<file path="config.mk">
export PLATFORM = sky130hd
export DESIGN_NAME = rbm_vote_controller
export DESIGN_NICKNAME = d
export VERILOG_FILES = /design/src/rtl/rbm_vote_controller_pkg.sv /design/src/rtl/rbm_vote_controller_vote_argmax.sv /design/src/rtl/rbm_vote_controller.sv
export SDC_FILE = /design/constraint.sdc
export NUM_CORES = 1
export LEC_CHECK = 0
export CAP_MARGIN = 40
export CORE_UTILIZATION = 50
export CTS_CLUSTER_SIZE = 40
export DETAILED_ROUTE_END_ITERATION = 8
export PLACE_DENSITY = 0.84
export SETUP_SLACK_MARGIN = 0.2
export SYNTH_ARGS = -nofsm -noshare
export SYNTH_HDL_FRONTEND = slang
export SYNTH_HIERARCHICAL = 1
export SYNTH_SLANG_ARGS = --single-unit
</file>
<file path="constraint.sdc">
create_clock -name clock -period 3.8 [get_ports clock]
set_input_delay 0.38 -clock clock [delete_from_list [all_inputs] [get_ports clock]]
set_output_delay 0.38 -clock clock [all_outputs]
set_load 0.1 [all_outputs]
</file>
<file path="src/rtl/rbm_vote_controller_pkg.sv">
// Shared definitions for the RBM vote controller: FSM encoding, packed-port
// slice macro and the class-index width helper.
`ifndef RBM_VOTE_CONTROLLER_PKG_SV
`define RBM_VOTE_CONTROLLER_PKG_SV

// Selects element idx of width w from a flat packed vector.
`define RBM_SLICE(idx, w) [(idx)*(w) +: (w)]

package rbm_vote_controller_pkg;

    typedef enum logic [2:0] {
        ST_IDLE,
        ST_CLEAR,
        ST_RUN,
        ST_SCAN,
        ST_DONE
    } state_t;

    function automatic int cid_width(input int n);
        return (n > 1) ? $clog2(n) : 1;
    endfunction

endpackage

`endif

</file>
<file path="src/rtl/rbm_vote_controller_vote_argmax.sv">
// Sequential argmax over packed vote counters: one class per cycle, ties
// resolve to the lowest index because only a strictly greater count wins.
module vote_argmax
    import rbm_vote_controller_pkg::*;
#(
    parameter int output_dim      = 10,
    parameter int count_bitlength = 12
) (
    input  logic                                    clock,
    input  logic                                    reset,
    input  logic                                    start_scan,
    input  logic [output_dim*count_bitlength-1:0]   votes,
    output logic [cid_width(output_dim)-1:0]        class_id,
    output logic                                    done
);
    localparam int CW = cid_width(output_dim);

    logic [CW-1:0]              r_idx;
    logic [CW-1:0]              r_best;
    logic [count_bitlength-1:0] r_max;
    logic                       r_active;
    logic [count_bitlength-1:0] w_cur;

    assign w_cur    = votes `RBM_SLICE(r_idx, count_bitlength);
    assign done     = r_active && (r_idx == CW'(output_dim - 1));
    assign class_id = r_best;

    always_ff @(posedge clock) begin
        if (reset) begin
            r_active <= 1'b0;
            r_idx    <= '0;
            r_best   <= '0;
            r_max    <= '0;
        end else if (start_scan) begin
            r_active <= 1'b1;
            r_idx    <= '0;
            r_best   <= '0;
            r_max    <= '0;
        end else if (r_active) begin
            if (w_cur > r_max) begin
                r_max  <= w_cur;
                r_best <= r_idx;
            end
            if (done) begin
                r_active <= 1'b0;
            end else begin
                r_idx <= r_idx + 1'b1;
            end
        end
    end

endmodule

</file>
<file path="src/rtl/rbm_vote_controller.sv">
// Stochastic RBM inference sequencer: re-arms the layers each pass, counts
// per-class votes, then resolves the winner. Optional: VOTE_EARLY_STOP_EN.
module rbm_vote_controller
    import rbm_vote_controller_pkg::*;
#(
    parameter int output_dim      = 10,
    parameter int count_bitlength = 12,
    parameter int iter_bitlength  = 10,
    parameter int iteration_num   = 100,
    parameter int early_margin    = 60
) (
    input  logic                                    clock,
    input  logic                                    reset,
    input  logic                                    start,
    output logic                                    layer_reset,
    input  logic                                    layer_finish,
    input  logic [output_dim-1:0]                   sample,
    output logic [output_dim*count_bitlength-1:0]   votes,
    output logic [cid_width(output_dim)-1:0]        class_id,
    output logic                                    result_valid,
    input  logic                                    result_ready,
    output logic                                    busy,
    output logic [iter_bitlength-1:0]               iterations_done
);
`ifdef VOTE_EARLY_STOP_EN
    localparam bit EARLY_EN = 1'b1;
`else
    localparam bit EARLY_EN = 1'b0;
`endif

    state_t                     r_state;
    state_t                     w_state_nxt;
    logic [iter_bitlength-1:0]  r_iter;
    logic [iter_bitlength-1:0]  w_iter_inc;
    logic [count_bitlength-1:0] r_votes     [output_dim];
    logic [count_bitlength-1:0] w_votes_nxt [output_dim];
    logic                       w_clear;
    logic                       w_accum;
    logic                       w_scan_start;
    logic                       w_scan_done;
    logic                       w_scan_rst;
    logic                       w_margin_hit;

    function automatic logic [count_bitlength-1:0] sat_inc(
        input logic [count_bitlength-1:0] v,
        input logic                       inc
    );
        if (inc && (v != '1)) begin
            return v + 1'b1;
        end
        return v;
    endfunction

    assign w_iter_inc = r_iter + 1'b1;

    always_comb begin
        w_margin_hit = 1'b0;
        for (int i = 0; i < output_dim; i++) begin
            w_votes_nxt[i] = sat_inc(r_votes[i], sample[i]);
            if (int'(w_votes_nxt[i]) >= early_margin) begin
                w_margin_hit = 1'b1;
            end
        end
    end

    always_comb begin
        w_state_nxt  = r_state;
        w_clear      = 1'b0;
        w_accum      = 1'b0;
        w_scan_start = 1'b0;
        case (r_state)
            ST_IDLE: begin
                if (start) begin
                    w_clear     = 1'b1;
                    w_state_nxt = ST_CLEAR;
                end
            end
            ST_CLEAR: w_state_nxt = ST_RUN;
            ST_RUN: begin
                if (layer_finish) begin
                    w_accum = 1'b1;
                    if ((w_iter_inc == iter_bitlength'(iteration_num)) ||
                        (EARLY_EN && w_margin_hit)) begin
                        w_scan_start = 1'b1;
                        w_state_nxt  = ST_SCAN;
                    end else begin
                        w_state_nxt = ST_CLEAR;
                    end
                end
            end
            ST_SCAN: begin
                if (w_scan_done) begin
                    w_state_nxt = ST_DONE;
                end
            end
            ST_DONE: begin
                if (result_ready) begin
                    w_state_nxt = ST_IDLE;
                end
            end
            default: w_state_nxt = ST_IDLE;
        endcase
    end

    always_ff @(posedge clock) begin
        if (reset) begin
            r_state <= ST_IDLE;
            r_iter  <= '0;
            for (int i = 0; i < output_dim; i++) begin
                r_votes[i] <= '0;
            end
        end else begin
            r_state <= w_state_nxt;
            if (w_clear) begin
                r_iter <= '0;
                for (int i = 0; i < output_dim; i++) begin
                    r_votes[i] <= '0;
                end
            end else if (w_accum) begin
                r_iter <= w_iter_inc;
                for (int i = 0; i < output_dim; i++) begin
                    r_votes[i] <= w_votes_nxt[i];
                end
            end
        end
    end

    for (genvar gi = 0; gi < output_dim; gi++) begin : g_pack
        assign votes `RBM_SLICE(gi, count_bitlength) = r_votes[gi];
    end

    // An accepted start also clears the previous winner held in the scanner.
    assign w_scan_rst = reset | w_clear;

    vote_argmax #(
        .output_dim      (output_dim),
        .count_bitlength (count_bitlength)
    ) u_argmax (
        .clock      (clock),
        .reset      (w_scan_rst),
        .start_scan (w_scan_start),
        .votes      (votes),
        .class_id   (class_id),
        .done       (w_scan_done)
    );

    assign layer_reset     = (r_state != ST_RUN);
    assign busy            = (r_state != ST_IDLE);
    assign result_valid    = (r_state == ST_DONE);
    assign iterations_done = r_iter;

endmodule

</file>
==> qor.yml <==
critical_path:
  critical-path-max-stage-delay_ps: 630
  cp_slowest_cell: "a31oi_4"
  crit_arrival_ps: 3670
  data_required_critical_path_ps: 4150
  critical_path_class: "reg -> reg"
  start_kind: "register"
  cp_max_fo: 41
  crit_path_cell_trace: "buf_12, mux2_2, o22ai_1, o31ai_2, ha_1, nand4_1, nor2_1, o21ai_1, a31oi_4, mux2i_1"
  cp_top_family: "compound AO/OA/AOI/OAI gates"
  worstPathBufferInverterCount: 1
  endpoint_kind: "register"
  crit_cells: 10
  depth_of_the_worst_register_to_register_path: 10
placed_design:
  detailed_place.area_um2: 13000
  place.detailed.hpwl_um: 21600
  final_replace_weighted_congestion: 0.958
  io_buffer_count: 151
power:
  power_density_nw_per_um2: 397
  vdd_ir_drop_max_v: 0.000351
  total_leakage_power_nw: 4.90
clock_tree:
  worstSkewPairLatency_ps: 430
  cts_max_path_buffers: 2
  cts_root_buf: "clkbuf_16"
  cts_tree: "built"
  cts.repair.resized: 0
  cts_hold_buffers: 0
  post_cts_buffers: 0
  clock_transition_time_at_the_flip_flop_clock_pins_of_the_worst_setup_and_hold_paths_ps: 60
  number_of_sinks_on_the_clock_net: 154
  tritoncts.num_buffers: 17
  ctsHtreeMaxLevel: 4
die:
  start_util: 0.512
  design.portCount: 152
  row_count: 49
  core_um2: 18000
  die_w_um: 138
  die_area_um2: 19000
  dieHeight_um: 138
layout:
  flow.area_growth_from_synthesis_pct: 47.3
  count_of_inserted_antenna_diode_cells: 0
  layout-drive-gt1-share: 0.211
  final_nets: 1206
  utilization: 0.754
  final_area_um2: 13600
  nFillCells: 1120
route:
  drt-pass1-iter-count: 6
  wire_per_inst_um: 20.7
  first_iter_violations: 840
  drt.antenna.violating_nets: 0
  routed_wl_um: 29100
  route.detailed.vias_per_inst: 6.00
  route.detailed.drc: 0
  routed-via-count: 8441
sta:
  achievable-frequency_ghz: 0.301
  number_of_max_slew_violations_in_the_final_report: 0
  finalSetupTns_ps: 0
  timing.max_slew.rel_slack: 0.501
  rsz0062_at_grt: "no"
  finalCritPeriodShare: 0.875
  report.final.setup_viol: 0
  timing.final.hold_violations: 0
  tightestPinTransition_ps: 749
  finClkSkew_ps: 7.69
  post-route-min-period_ps: 3320
logic_synthesis:
  netlist_area_um2: 9220
  ys_seq_elements: 154
  syn_nets: 930
  ys_seq_area_frac: 0.464
  yosys.cell_types.count: 48
  post_synth.cell_area_avg_um2: 10.4
  yosysWarnings: 6
  syn-instance-count: 890
global_route:
  global_route_usage_over_all_layers: 0.316
  grt_start_max_net_pins: 64
  overflow: 0
  first_global_vias: 8192
  antenna_found_initial: 0
  grt_first_pass_wirelength_um: 44500
hold_path:
  timing.hold.worst.class: "reg -> reg"
  hold_depth: 2
run_status:
  run_status: "complete, no violations"
flow_run:
  number_of_max_cap_violations: 0
## registers in the layout (all words and copies together) (netlist names)
signal / cells
iterations_done: 10
r_state: 3
r_votes: 120
u_argmax/class_id: 4
u_argmax/r_active: 1
u_argmax/r_idx: 4
u_argmax/r_max: 12
## routing by layer
metal  wire length, um  global-route usage  vias to the layer above
met2             14900               0.560                      572
li1                  -                   -                     3776
met3              2570              0.0533                      105
met4              1220               0.159                        0
met5                 0                   0                        -
met1             10400               0.366                     3988
## power breakdown
group          switching (mW)  total (mW)  internal [mW]
Clock                   0.711        1.75           1.04
Combinational           0.977        1.51          0.535
Sequential              0.205        2.13           1.93
Total                    1.89        5.39           3.50
## worst min-delay path, stage by stage, from the launching register on
cell and delay, ps:
dfxtp_1 310, nand2_1 50, mux2i_1 50
## synthesized netlist by cell type, drive strengths merged
| cell | instances | area share |
|---|---|---|
| a2111oi | 1 | 0.00095 |
| a21boi | 2 | 0.0016 |
| a21oi | 17 | 0.0092 |
| a31o | 10 | 0.0095 |
| a31oi | 1 | 0.0023 |
| and2 | 15 | 0.010 |
| and3 | 28 | 0.019 |
| and4 | 8 | 0.0079 |
| and4bb | 1 | 0.0014 |
| buf | 33 | 0.026 |
| clkbuf | 8 | 0.0033 |
| dfxtp | 34 | 0.074 |
| edfxtp | 120 | 0.39 |
| ha | 25 | 0.034 |
| inv | 17 | 0.0069 |
| mux2 | 36 | 0.044 |
| mux2i | 18 | 0.020 |
| mux4 | 12 | 0.029 |
| nand2 | 81 | 0.033 |
| nand2b | 3 | 0.0020 |
| nand3 | 49 | 0.027 |
| nand4 | 38 | 0.026 |
| nand4b | 2 | 0.0019 |
| nor2 | 137 | 0.056 |
| nor2b | 4 | 0.0027 |
| nor3 | 20 | 0.011 |
| nor3b | 2 | 0.0016 |
| nor4 | 6 | 0.0041 |
| o21a | 1 | 0.00081 |
| o21ai | 16 | 0.0087 |
| o21bai | 1 | 0.0012 |
| o22ai | 14 | 0.0095 |
| o31a | 1 | 0.00095 |
| o31ai | 11 | 0.015 |
| o41ai | 1 | 0.0018 |
| or3 | 12 | 0.0087 |
| or4b | 1 | 0.0011 |
| xnor2 | 47 | 0.045 |
| xor2 | 57 | 0.054 |
## cells by family (layout without fill, tap and decap cells)
family,Yosys count,count (layout),share of synthesized area
AOI/OAI and AO/OA,76,76,0.0614
xor gates and xnor gates,104,104,0.0988
adders and majority gates,25,25,0.0339
buffers and inverters,58,347,0.0362
DFF,154,154,0.464
muxes,66,66,0.0928
and+or+nand+nor,407,407,0.212
## final timing paths
path	startpoint	slack [ps]	endpoint
worst min register to register	u_argmax/r_max[1]	460	u_argmax/r_max[1]
worst max-delay path	u_argmax/r_idx[0]	480	u_argmax/class_id[1]
worst max register to register	u_argmax/r_idx[0]	480	u_argmax/class_id[1]
worst min-delay path	u_argmax/r_max[1]	460	u_argmax/r_max[1]
## cell usage in the layout (no fill, tap or decap), types with 17 or more instances in the layout
master / instances
ha_1: 25
nand2_1: 81
buf_8: 132
xnor2_1: 47
nand3_1: 48
xor2_1: 57
edfxtp_1: 120
clkbuf_16: 17
nand4_1: 38
dfxtp_1: 33
clkdlybuf4s50_1: 151
inv_1: 17
nor2_1: 136
mux2i_1: 18
mux2_2: 30
nor3_1: 20
a21oi_1: 17
and3_1: 28
## through the flow
stage                     power, mW  setup WS, ps  instances  hold WS [ps]
final                          5.39           475       1408           456
after CTS                      5.38           500       1408           458
after floorplan                3.00           768        890           435
after global placement         3.31           632       1239           442
after detailed placement       3.66           503       1376           450
after global routing           5.51           236       1408           471
## final cells by class
| cell class | instances | area, um^2 | area share |
|---|---|---|---|
| clock buffers | 18 | 429 | 0.0316 |
| flip-flops and latches | 154 | 4290 | 0.315 |
| repair buffers | 298 | 3730 | 0.275 |
| multi-input cells | 678 | 4620 | 0.340 |
| well taps | 229 | 287 | 0.0211 |
| clock inverters | 14 | 170 | 0.0125 |
| inverters | 17 | 63.8 | 0.00470 |
Power figures use the tool's default switching activity.
==> variant, RTL diff (same flow settings) <==
The 5 states of `state_t` get a one-hot encoding in 5 bits.
--- a/src/rtl/rbm_vote_controller_pkg.sv
+++ b/src/rtl/rbm_vote_controller_pkg.sv
@@ -10,8 +10,8 @@
 
-    typedef enum logic [2:0] {
-        ST_IDLE,
-        ST_CLEAR,
-        ST_RUN,
-        ST_SCAN,
-        ST_DONE
+    typedef enum logic [4:0] {
+        ST_IDLE  = 5'b00001,
+        ST_CLEAR = 5'b00010,
+        ST_RUN   = 5'b00100,
+        ST_SCAN  = 5'b01000,
+        ST_DONE  = 5'b10000
     } state_t;
Behaviour: no difference found for any inputs over 4 cycles, from zero or initial values and one cycle with reset high; so few cycles prove little.
==> variant against the unedited design <==
Count of clock-buffer cells in the layout down 1. Design area up 2.3%. Routed wire length about the same. Highest routed layer unchanged. Setup slack better by 130 ps. Synthesized area up 3.2%. Hold slack about the same. Power up 4.2%. Synthesized cell count up 4.7%. Sequential cell count up 2.
==> variant: results (changes against the unedited design) <==
| Metric | Value |
|---|---|
| Status | `completed (unchanged)` |
| Clock transition at path regs | `70 ps` |
| Net Sw Frac | `0.361 (was 0.351)` |
| Largest cells by area after synthesis | `edfxtp_1, dfxtp_1, xnor2_1 (was edfxtp_1, dfxtp_1, nor2_1)` |
| Clk_buf instances | `17 (was 18)` |
| Placement Setup Slack | `628 ps (was 503 ps)` |
| Leak | `4.88 nW (was 4.90 nW)` |
| Total Nets Final | `1255 (was 1206)` |
| WP data arrival | `3550 ps (was 3670 ps)` |
| FF-to-FF Start | `u_argmax/r_idx[1] (was u_argmax/r_idx[0])` |
| Syn_nets | `973 (was 930)` |
| Setup crit end | `u_argmax/r_max[3] (was u_argmax/class_id[1])` |
| Worst-Margin Slew | `716 ps (was 749 ps)` |
| Clock sink total | `156 (was 154)` |
| Drt via density | `5.94 (was 6.00)` |
| Non-clk bufs | `303 (was 298)` |
| NonClk Buf Share | `0.269 (was 0.275)` |
| Slowest cell on crit path | `dfxtp_1 (was a31oi_4)` |
| Sequential share of the synthesized area | `0.454 (was 0.464)` |
| Finished Layout Cells | `1461 (was 1408)` |
| Share of layout cells above drive strength 1 | `0.213 (was 0.211)` |
| Tapcells | `234 (was 229)` |
| ClkCell Share | `0.0439 (was 0.0441)` |
| Global-route wire length before repair | `46000 um (was 44500 um)` |
| CP peak stage delay | `750 ps (was 630 ps)` |
| Vias in the first global route | `8525 (was 8192)` |
| Filler Cell Count | `1231 (was 1120)` |
| Worst Path Max Fanout | `15 (was 41)` |
| Synthesis-to-layout area growth | `45.9% (was 47.3%)` |
| Clock share of power | `0.317 (was 0.324)` |
| R2r setup slk | `600 ps (was 480 ps)` |
| Placed inst area | `0.0133 mm2 (was 0.0130 mm2)` |
| Detail Placement HPWL | `21900 um (was 21600 um)` |
| GRT Total Usage | `0.302 (was 0.316)` |
| Gp weighted congestion | `0.926 (was 0.958)` |
| Seq. cell area | `0.00433 mm2 (was 0.00429 mm2)` |
| Drt wl/cell | `19.9 um (was 20.7 um)` |
| Multi-input combinational area share | `0.348 (was 0.340)` |
| Count of multi-input gates | `709 (was 678)` |
| Clock skew | `9.85 ps (was 7.69 ps)` |
| Fmax | `313 MHz (was 301 MHz)` |
| Critical Path Start | `u_argmax/r_idx[1] (was u_argmax/r_idx[0])` |
-- variant: cell count changes after synthesis, sizes merged, moves of 8 or more --
cell / unedited run / this run
xnor2: 47 / 55
xor2: 57 / 41
nand4: 38 / 26
a21oi: 17 / 25
inv: 17 / 26
or3: 12 / 21
nand2: 81 / 95
and3: 28 / 20
nor4: 6 / 18
-- variant: worst min path at each step --
stage | end | slack, ps | depth (start not counted)
finish | u_argmax/r_max[1] | 460 | 2
global route | u_argmax/class_id[2] | 480 | 2
CTS | u_argmax/r_max[1] | 460 | 2
detailed placement | u_argmax/class_id[0] | 450 | 2
global placement | u_argmax/r_max[8] | 440 | 2
floorplan | u_argmax/r_max[10] | 430 | 2
-- variant: tightest hold or removal path, stage by stage, from the launching register on --
cell     delay, ps
dfxtp_1        310
nand2_1         50
mux2i_1         50
-- variant: cells by family (layout without fill, tap and decap cells) --
logic type      count (synthesis)  count (layout)  share of synthesized area
flops                         156             156                      0.454
fa+ha+maj                      26              26                     0.0342
compound gates                 99              99                     0.0741
simple gates                  423             423                      0.221
buf+inv                        67             362                     0.0398
xor+xnor                       96              96                     0.0883
mux                            65              65                     0.0888
-- variant: per-layer routing --
| metal | up-vias | track usage | wire length [um] |
|---|---|---|---|
| li1 | 3971 | - | - |
| met1 | 4161 | 0.359 | 10500 |
| met2 | 485 | 0.542 | 15400 |
| met3 | 63 | 0.0506 | 2430 |
| met4 | 0 | 0.122 | 743 |
| met5 | - | 0 | 0 |
-- variant: power by group through the flow --
stage	clock [W]	combinational [W]	sequential, W
after floorplan	0	0.000274	0.00286
final	0.00178	0.00165	0.00218
after detailed placement	0	0.00165	0.00221
after CTS	0.00178	0.00166	0.00217
after global routing	0.00186	0.00170	0.00219
after global placement	0	0.00128	0.00220
